`src/rtl/regfile_pkg.sv`:
```
// Shared definitions for the register-file write-port arbiter slice:
// default geometry, FSM state encoding and a constant log2 helper.
package regfile_pkg;

  localparam int WIDTH_DEF     = 32;
  localparam int WORD_LINE_DEF = 3;

  typedef enum logic {
    INIT = 1'b0,
    RUN  = 1'b1
  } state_e;

  // Index width for n items; never below 1 so a 1-bit index always exists.
  function automatic int clog2(input int n);
    int r;
    r = 1;
    while ((1 << r) < n) r++;
    return r;
  endfunction

endpackage

```
`src/rtl/regfile_write_arbiter_if.sv`:
```
// Requester-side handshake bundle: packed requests, addresses, data and the
// one-hot grant returned by the arbiter.
interface regfile_write_arbiter_if
  import regfile_pkg::*;
#(
  parameter int NREQ      = 4,
  parameter int WIDTH     = WIDTH_DEF,
  parameter int WORD_LINE = WORD_LINE_DEF
);

  logic [NREQ-1:0]           req;
  logic [NREQ*WORD_LINE-1:0] req_addr;
  logic [NREQ*WIDTH-1:0]     req_data;
  logic [NREQ-1:0]           gnt;

  modport master (output req, req_addr, req_data, input gnt);
  modport slave  (input req, req_addr, req_data, output gnt);

endinterface

```
`src/rtl/regfile_write_arbiter_rr.sv`:
```
// Combinational round-robin arbiter: searches upward from last+1 (mod NREQ)
// and returns a one-hot grant plus the encoded winner index.
module rr_arbiter
  import regfile_pkg::*;
#(
  parameter int NREQ  = 4,
  parameter int IDX_W = clog2(NREQ)
) (
  input  logic             en_i,
  input  logic [NREQ-1:0]  req_i,
  input  logic [IDX_W-1:0] last_i,
  output logic [NREQ-1:0]  gnt_o,
  output logic [IDX_W-1:0] idx_o,
  output logic             vld_o
);

  // NOTE: every output gets a default before the search loop so no path
  // leaves a value unassigned and no latch is inferred.
  always_comb begin
    int unsigned      cand;
    logic [IDX_W-1:0] ci;
    logic             found;
    gnt_o = '0;
    idx_o = '0;
    vld_o = 1'b0;
    found = 1'b0;
    cand  = 0;
    ci    = '0;
    for (int k = 1; k <= NREQ; k++) begin
      cand = (int'(last_i) + k) % NREQ;
      ci   = IDX_W'(cand);
      if (en_i && !found && req_i[ci]) begin
        gnt_o[ci] = 1'b1;
        idx_o     = ci;
        vld_o     = 1'b1;
        found     = 1'b1;
      end
    end
  end

endmodule

```
`src/rtl/regfile_write_arbiter.sv`:
```
// Round-robin sharing of the register-file write port among NREQ requesters,
// with a zero-fill of every entry after reset or soft clear.
module regfile_write_arbiter
  import regfile_pkg::*;
#(
  parameter int WIDTH     = WIDTH_DEF,
  parameter int WORD_LINE = WORD_LINE_DEF,
  parameter int NREQ      = 4
) (
  input  logic                 clk,
  input  logic                 rst,
  input  logic                 clr,
  regfile_write_arbiter_if.slave bus,
  output logic                 busy,
  output logic                 we,
  output logic [WORD_LINE-1:0] wa,
  output logic [WIDTH-1:0]     wd
);

  localparam int                   IDX_W      = clog2(NREQ);
  localparam logic [WORD_LINE-1:0] LAST_ENTRY = '1;
  localparam logic [IDX_W-1:0]     LAST_REQ   = IDX_W'(NREQ - 1);

  state_e               state_q;
  logic [WORD_LINE-1:0] clr_ptr_q;
  logic [IDX_W-1:0]     last_q;
  logic                 we_q;
  logic [WORD_LINE-1:0] wa_q;
  logic [WIDTH-1:0]     wd_q;

  logic                 arb_en;
  logic [IDX_W-1:0]     gnt_idx;
  logic                 gnt_vld;
  logic [WORD_LINE-1:0] win_addr;
  logic [WIDTH-1:0]     win_data;

  // clr masks the grant in the same cycle so no request is accepted on it.
  assign arb_en = (state_q == RUN) && !clr;

  rr_arbiter #(
    .NREQ  (NREQ),
    .IDX_W (IDX_W)
  ) u_arb (
    .en_i   (arb_en),
    .req_i  (bus.req),
    .last_i (last_q),
    .gnt_o  (bus.gnt),
    .idx_o  (gnt_idx),
    .vld_o  (gnt_vld)
  );

  assign win_addr = bus.req_addr[int'(gnt_idx)*WORD_LINE +: WORD_LINE];
  assign win_data = bus.req_data[int'(gnt_idx)*WIDTH +: WIDTH];

  // NOTE: state uses non-blocking assignments and an asynchronous reset, so
  // rst drops we immediately and discards any in-flight write.
  always_ff @(posedge clk or posedge rst) begin
    if (rst) begin
      state_q   <= INIT;
      clr_ptr_q <= '0;
      last_q    <= LAST_REQ;
      we_q      <= 1'b0;
      wa_q      <= '0;
      wd_q      <= '0;
    end else if (clr) begin
      state_q   <= INIT;
      clr_ptr_q <= '0;
      we_q      <= 1'b0;
    end else begin
      case (state_q)
        INIT: begin
          we_q      <= 1'b1;
          wa_q      <= clr_ptr_q;
          wd_q      <= '0;
          clr_ptr_q <= clr_ptr_q + 1'b1;
          if (clr_ptr_q == LAST_ENTRY) state_q <= RUN;
        end
        RUN: begin
          we_q <= gnt_vld;
          if (gnt_vld) begin
            wa_q   <= win_addr;
            wd_q   <= win_data;
            last_q <= gnt_idx;
          end
        end
        default: state_q <= INIT;
      endcase
    end
  end

  assign busy = (state_q == INIT);
  assign we   = we_q;
  assign wa   = wa_q;
  assign wd   = wd_q;

endmodule

```
`src/flat_wrapper.sv`:
```
// flat-port wrapper written by rule: the top's interface ports become plain ports
module regfile_write_arbiter_flat import regfile_pkg::*;
#(
  parameter int WIDTH     = WIDTH_DEF,
  parameter int WORD_LINE = WORD_LINE_DEF,
  parameter int NREQ      = 4
)
  (clk, rst, clr, busy, we, wa, wd, bus_req, bus_req_addr, bus_req_data, bus_gnt);
  regfile_write_arbiter_if #(.NREQ(NREQ), .WIDTH(WIDTH), .WORD_LINE(WORD_LINE)) bus_i ();
  input  logic clk;
  input  logic rst;
  input  logic clr;
  output logic busy;
  output logic we;
  output logic [WORD_LINE-1:0] wa;
  output logic [WIDTH-1:0] wd;
  input wire logic [$bits(bus_i.req)-1:0] bus_req;
  input wire logic [$bits(bus_i.req_addr)-1:0] bus_req_addr;
  input wire logic [$bits(bus_i.req_data)-1:0] bus_req_data;
  output wire logic [$bits(bus_i.gnt)-1:0] bus_gnt;
  assign bus_i.req = bus_req;
  assign bus_i.req_addr = bus_req_addr;
  assign bus_i.req_data = bus_req_data;
  assign bus_gnt = bus_i.gnt;
  regfile_write_arbiter #(.WIDTH(WIDTH), .WORD_LINE(WORD_LINE), .NREQ(NREQ)) u_core (.clk(clk), .rst(rst), .clr(clr), .bus(bus_i), .busy(busy), .we(we), .wa(wa), .wd(wd));
endmodule
```
`config.mk`:
```
export PLATFORM = sky130hd
export DESIGN_NAME = regfile_write_arbiter_flat
export DESIGN_NICKNAME = d
export VERILOG_FILES = /design/src/rtl/regfile_pkg.sv /design/src/rtl/regfile_write_arbiter_if.sv /design/src/rtl/regfile_write_arbiter_rr.sv /design/src/rtl/regfile_write_arbiter.sv /design/src/flat_wrapper.sv
export SDC_FILE = /design/constraint.sdc
export NUM_CORES = 1
export LEC_CHECK = 0
export BUFFER_PORTS_ARGS = -buffer_cell sky130_fd_sc_hd__buf_2
export CAP_MARGIN = 20
export CORE_ASPECT_RATIO = 1.75
export CORE_MARGIN = 2
export CORE_UTILIZATION = 25
export CTS_BUF_LIST = sky130_fd_sc_hd__clkbuf_4
export DETAILED_ROUTE_END_ITERATION = 12
export HOLD_SLACK_MARGIN = 0.12
export PLACE_DENSITY = 0.64
export SLEW_MARGIN = 20
export SYNTH_ARGS = -nofsm -noshare
export SYNTH_HDL_FRONTEND = slang
export SYNTH_SLANG_ARGS = --single-unit
```
`constraint.sdc`:
```
create_clock -name clk -period 2.8 [get_ports clk]
set_clock_uncertainty 0.15 [all_clocks]
set_input_delay 0.56 -clock clk [delete_from_list [all_inputs] [get_ports clk]]
set_output_delay 0.56 -clock clk [all_outputs]
set_load 0.02 [all_outputs]
```
==> results of run 1 <==
sequential cells by signal, indices dropped and copies added (netlist names):
name,count
u_core.last_q,2
u_core.clr_ptr_q,3
u_core.wd,32
u_core.wa,3
u_core.we,1
u_core.state_q,1
cell families after synthesis:
| family | count (synthesis) | synth area share [%] |
|---|---|---|
| xor+xnor | 1 | 0.297 |
| buf+inv | 31 | 7.58 |
| simple gates | 59 | 8.60 |
| flops | 42 | 35.7 |
| compound gates | 64 | 16.6 |
| mux | 79 | 28.7 |
| fa+ha+maj | 6 | 2.54 |
power groups by stage:
| stage | logic (mW) | registers (mW) | clock network [mW] |
|---|---|---|---|
| floorplan | 0.327 | 0.681 | 0 |
| global route | 0.830 | 0.660 | 0.349 |
| finish | 0.767 | 0.657 | 0.303 |
| global placement | 0.603 | 0.667 | 0 |
| CTS | 0.723 | 0.657 | 0.328 |
| detailed placement | 0.625 | 0.668 | 0 |
layer usage:
metal / routed length [um] / vias to the layer above / global-route usage [%]
li1: - / 1501 / -
met1: 3600 / 1484 / 16.0
met2: 5590 / 123 / 29.8
met3: 475 / 11 / 1.84
met4: 178 / 0 / 4.84
met5: 0 / - / 0
worst max-delay path, stage by stage (launching register included):
cell,delay [ns]
dfstp_2,0.62
inv_4,0.05
ha_4,0.27
mux4_2,0.35
buf_12,0.16
buf_8,0.12
nor3_4,0.12
buf_6,0.13
a22oi_2,0.07
o21ai_1,0.10
buf_4,0.16
worst max-delay path by stage:
stage,start,cells after the start,endpoint
detailed placement,u_core.last_q[0],10,u_core.wd[12]
global route,u_core.last_q[0],10,bus_gnt[1]
CTS,u_core.last_q[0],10,bus_gnt[1]
floorplan,u_core.last_q[0],12,u_core.wd[0]
global placement,u_core.last_q[0],7,u_core.wd[12]
finish,u_core.last_q[0],10,bus_gnt[1]
through the flow:
stage / cells / instance area (sq um) / TNS, ns / setup slack [ns] / hold slack, ns
finish: 638 / 4500 / -7.95 / -0.407 / 0.341
global route: 638 / 4500 / -12.46 / -0.509 / 0.327
CTS: 636 / 4440 / -6.71 / -0.435 / 0.310
detailed placement: 617 / 4230 / -4.66 / -0.154 / 0.324
global placement: 617 / 4230 / -3.61 / -0.111 / 0.318
floorplan: 282 / 2970 / -2.04 / -0.0669 / 0.366
timing repair:
| action | CTS | global route |
|---|---|---|
| hold endpoints to repair | 15 | 0 |
| buffers inserted | 11 | 1 |
| cloned | 0 | 1 |
| setup endpoints to repair | 39 | 41 |
| resized for setup | 20 | 8 |
| pin swaps | 7 | 0 |
| hold buffers | 1 | 0 |
cell type report:
type | instances | area [sq um]
multi-input cells | 209 | 1760
inverters | 6 | 25.0
flip-flops and latches | 42 | 1050
well taps | 135 | 169
fillers | 1146 | 7010
clock buffers | 5 | 37.5
repair buffers | 238 | 1440
clock inverters | 3 | 16.3
cell usage in the layout, fill, tap and decap left out, types with 2 or more instances in the layout:
cell,instances
buf_2,183
mux2i_1,70
buf_4,42
dfrtp_1,40
nand2_1,35
o221ai_1,31
nor2_1,7
o21ai_1,7
a22oi_1,6
a21oi_1,5
ha_1,5
clkbuf_4,5
buf_12,5
buf_6,5
mux4_2,4
o21ai_0,3
inv_1,3
mux2_1,3
a22oi_2,3
nor2b_1,2
nor3_1,2
nand2b_1,2
inv_2,2
nand2_2,2
mux2_2,2
nand3_1,2
dfstp_2,2
==> results by group, run 1 <==
STA
  • Setup WS post-layout: -0.407 ns
  • Period utilization: 115%
  • Max Fclk: 312 MHz
  • Least-Margin Pin Slew: 0.361 ns
  • RSZ-0062 raised after global routing: true
  • Final Critical Period: 3.21 ns
  • Final setup vio count: 39
  • Worst slew margin: 75.9%
  • Pins Over Slew Limit: 0
  • Final Hold Viols: 0

GRT
  • Vias in the first global route: 3283
  • Grt total ovfl: 0
  • Initial antenna violation count: 0
  • Largest net degree at the start of global routing: 31
  • GR Util All Layers: 15.1%
  • First-pass GRT wire length: 15.4 mm

Die
  • Core area: 11500 sq um
  • Die area: 12700 sq um
  • Die Ht: 148 um
  • Die width: 86.2 um
  • Rows: 52
  • Initial Util: 25.7%
  • I/O pin total: 188

Critical path
  • Worst R2R Start: u_core.last_q[0]
  • Critical path class: reg -> out
  • Path depth of the worst reg2reg path: 11
  • R2R setup slack: -0.25 ns
  • Worst EP required: 2.09 ns
  • CP Launch Type: register
  • Worst reg2reg endpoint: u_core.wd[31]
  • CP Max Fanout: 6
  • Crit. End Element: output port
  • Crit path DAT: 2.50 ns

Outcome
  • Status: finished with violations
  • Failing checks: negative setup slack

Min path
  • Hold depth: 3
  • Worst Hold End: u_core.wd[15]
  • Hold Crit Class: in -> reg
  • Min-Delay Startpoint: bus_req_data[47]

Logic synthesis
  • Most frequent cell after synthesis: mux2i_1
  • Yosys reg bits: 42
  • Number of flops mapped to enable cells by yosys: 0
  • Syn. warnings: 0
  • Sequential cell area fraction in the yosys report: 35.7%
  • Synth top cells by count: mux2i_1 (70), dfrtp_1 (40), nand2_1 (37)
  • Post-Syn Nets: 435
  • Synthesized area: 2950 sq um
  • Ys async rst share: 100%
  • Cells after Synth: 282
  • Syn_area_per_cell: 10.5 sq um
  • Post-synthesis cell type count: 38
  • Cell taking the most area after synthesis: dfrtp_1
  • Main area contributors after synthesis: dfrtp_1 (34%), mux2i_1 (24%), o221ai_1 (9.2%)
  • Top_reg_cell synth: dfrtp_1
  • Yosys top cell area share: 33.9%

CTS
  • CTS tree: yes
  • Worst skew pair latency: 0.35 ns
  • Clock slew at reported path FFs: 0.14 ns
  • CTS buffer count: 5
  • Worst-case clock buffer depth: 2
  • H-tree depth: 2
  • Sink Count: 42
  • CTS Root Cell: clkbuf_4

Placement
  • Detailed placement HPWL: 7.61 mm
  • Final GP Congestion: 0.777
  • Port Buf Inserts: 187

Layout
  • Layout Utilization: 39.1%
  • Antenna diodes: 0
  • Area grow syn2layout: 52.4%
  • Layout cells sized above 1: 53.5%
  • Final nets: 655

Power
  • Internal power: 1.14 mW
  • P_leak: 2.16 nW
  • Worst VDD drop: 0.200 mV
  • Total Power: 1.73 mW
  • Clock power frac: 17.6%
  • PD cells: 384 nW/um^2
  • Comb power frac: 44.4%
  • Switching share of power: 33.9%
  • Sequential power share: 38.0%
  • P_sw: 0.586 mW

Drt
  • DRC viols: 0
  • DR iter-0 viols: 96
  • Wire per inst: 15.4 um
  • Total Wirelength: 9.85 mm
  • Final ANT Viol Nets: 0
  • Via count: 3119
  • 1st-pass router iterations: 4
  • Via/cell ratio: 4.89

Run
  • Max_cap viols: 0
No activity file was read; power rests on OpenSTA's default activity.
==> inputs of run 2 (changes only) <==
--- a/config.mk
+++ b/config.mk
@@ -5,15 +5,16 @@
 export SDC_FILE = /design/constraint.sdc
 export NUM_CORES = 1
 export LEC_CHECK = 0
-export BUFFER_PORTS_ARGS = -buffer_cell sky130_fd_sc_hd__buf_2
 export CAP_MARGIN = 20
 export CORE_ASPECT_RATIO = 1.75
 export CORE_MARGIN = 2
-export CORE_UTILIZATION = 25
+export CORE_UTILIZATION = 40
 export CTS_BUF_LIST = sky130_fd_sc_hd__clkbuf_4
 export DETAILED_ROUTE_END_ITERATION = 12
+export DONT_BUFFER_PORTS = 1
 export HOLD_SLACK_MARGIN = 0.12
-export PLACE_DENSITY = 0.64
+export PLACE_DENSITY = 0.66
+export RECOVER_POWER = 100
 export SLEW_MARGIN = 20
 export SYNTH_ARGS = -nofsm -noshare
 export SYNTH_HDL_FRONTEND = slang
==> run 2 against run 1 <==
  * The flow finishes with violations (max-capacitance violations, max-slew violations, negative setup slack)
  * Cell count shrank 37%
  * Critical path depth down 2
  * Routed wire length fell by 12%
  * Sequential power rose by 2%
  * Setup slack worse by 0.12 ns
  * Via count down 20%
==> results by group, run 2 (same netlist as run 1, synthesis figures left out) <==
Die
  • Die Ht: 118 um
  • Initial Util: 41.1%
  • Core area: 7180 sq um
  • Rows: 41
  • Die width: 69.0 um
  • Die area: 8120 sq um
  • I/O pin total: 188

Drt
  • DRC viols: 0
  • Via/cell ratio: 6.19
  • DR iter-0 viols: 137
  • Total Wirelength: 8.66 mm
  • Wire per inst: 21.4 um
  • 1st-pass router iterations: 4
  • Via count: 2508
  • Final ANT Viol Nets: 0

Layout
  • Layout Utilization: 51.4%
  • Most frequent cells in the layout: mux2i_1 (66), dfrtp_1 (40), nand2_1 (37)
  • Final nets: 471
  • Antenna diodes: 0
  • Max reg flops: 32
  • Area grow syn2layout: 24.9%
  • Fin cells: 405
  • Most common cell after layout, fill and taps aside: mux2i_1
  • Layout cells sized above 1: 27.3%

STA
  • Setup WS post-layout: -0.525 ns
  • Least-Margin Pin Slew: 1.64 ns
  • Pins Over Slew Limit: 43
  • RSZ-0062 raised after global routing: true
  • Final Hold Viols: 0
  • Final setup vio count: 39
  • Max Fclk: 301 MHz
  • Final Critical Period: 3.33 ns
  • Period utilization: 119%
  • Worst slew margin: -9.36%

Critical path
  • CP Cell Sequence: buf_12, mux4_2, buf_4, nor3_4, and2_4, a22oi_1, o21ai_1, buf_4
  • Worst EP required: 2.09 ns
  • Path depth of the worst reg2reg path: 11
  • CP Max Fanout: 8
  • Critical path class: reg -> out
  • Worst reg2reg endpoint: u_core.wa[2]
  • CP Launch Type: register
  • Worst R2R Start: u_core.last_q[0]
  • R2R setup slack: -0.31 ns
  • Slowest stage delay, CP: 0.62 ns
  • Max stage delay cell, worst path: dfstp_2
  • Crit path DAT: 2.62 ns
  • Crit. End Element: output port
  • CP dominant cell by count: buf_4

GRT
  • GR Util All Layers: 19.8%
  • Initial antenna violation count: 0
  • First-pass GRT wire length: 12.2 mm
  • Vias in the first global route: 2413
  • Grt total ovfl: 0
  • Largest net degree at the start of global routing: 43

Power
  • Switching share of power: 31.7%
  • PD cells: 464 nW/um^2
  • P_sw: 0.543 mW
  • Sequential power share: 39.3%
  • Internal power: 1.17 mW
  • Worst VDD drop: 0.274 mV
  • Total Power: 1.71 mW
  • P_leak: 1.44 nW
  • Comb power frac: 37.1%
  • Clock power frac: 23.6%

CTS
  • Clock slew at reported path FFs: 0.13 ns
  • CTS Root Cell: clkbuf_4
  • Worst skew pair latency: 0.36 ns
  • H-tree depth: 2
  • Sink Count: 42
  • CTS tree: yes
  • CTS buffer count: 5
  • Worst-case clock buffer depth: 2

Outcome
  • Status: finished with violations
  • Failing checks: max-capacitance violations, max-slew violations, negative setup slack

Placement
  • Final GP Congestion: 0.885
  • Placed Instances: 373
  • Port Buf Inserts: 0
  • Detailed placement HPWL: 5.87 mm

Min path
  • Worst Hold End: u_core.wd[24]
  • Hold depth: 2
  • Min-Delay Startpoint: bus_req_data[56]
  • Hold Crit Class: in -> reg

Run
  • Max_cap viols: 1
==> run 2: critical path: cells and delay by family, from the launching register on <==
family                 cells  cell delay (ns)
DFF                        1             0.62
muxes                      1             0.52
buffers and inverters      3             0.49
and+or+nand+nor            2             0.45
AOI/OAI and AO/OA          2             0.19
==> run 2: power by group through the flow <==
| stage | Sequential [mW] | Combinational, mW | Clock, mW |
|---|---|---|---|
| finish | 0.672 | 0.634 | 0.404 |
| global route | 0.675 | 0.674 | 0.440 |
| global placement | 0.684 | 0.439 | 0 |
| floorplan | 0.681 | 0.327 | 0 |
| CTS | 0.674 | 0.506 | 0.416 |
| detailed placement | 0.686 | 0.456 | 0 |
==> run 2: what timing repair did <==
| action | 4_1_cts | 5_1_grt |
|---|---|---|
| resized for setup | 4 | 35 |
| endpoints found under the setup margin | 39 | 40 |
| hold endpoints to repair | 5 | 0 |
| hold buffers | 2 | 0 |
| pin swaps | 3 | 9 |
| gates cloned | 2 | 5 |
| buffers inserted | 6 | 9 |
==> run 2: through the flow <==
stage | setup WS (ns) | TNS [ns] | hold slack [ns] | cell area [sq um]
3_5_place_dp | -0.169 | -4.91 | 0.371 | 3160
6_report | -0.525 | -9.06 | 0.254 | 3690
4_1_cts | -0.467 | -9.79 | 0.233 | 3390
2_1_floorplan | -0.0669 | -2.04 | 0.366 | 2970
3_3_place_gp | -0.117 | -3.22 | 0.365 | 3160
5_1_grt | -0.607 | -12.49 | 0.233 | 3690
==> run 2: layout make-up <==
cell class              count  area (sq um)
fillers                   631          3490
well taps                  86           108
clock buffers               6          45.0
multi-input cells         209          1790
inverters                   6          25.0
flip-flops and latches     42          1050
clock inverters             2          33.8
repair buffers             54           636
==> run 2: layer usage <==
layer	part of all wire, %	track usage, %	vias to the layer above
met5	0	0	-
met4	2.6	9.44	0
met3	6.7	4.30	14
met2	55	34.1	141
met1	35	22.1	1215
li1	-	-	1138
==> run 2: worst max-delay path by stage <==
stage                     slack (ns)  cells past startpoint       endpoint        startpoint
after floorplan                -0.07                     12   u_core.wd[0]  u_core.last_q[0]
after global placement         -0.12                     11   u_core.wa[0]  u_core.last_q[0]
after detailed placement       -0.17                     10  u_core.wd[21]  u_core.last_q[0]
after CTS                      -0.47                     11     bus_gnt[1]  u_core.last_q[0]
after global routing           -0.61                      9     bus_gnt[1]  u_core.last_q[0]
final                          -0.53                      8     bus_gnt[1]  u_core.last_q[0]
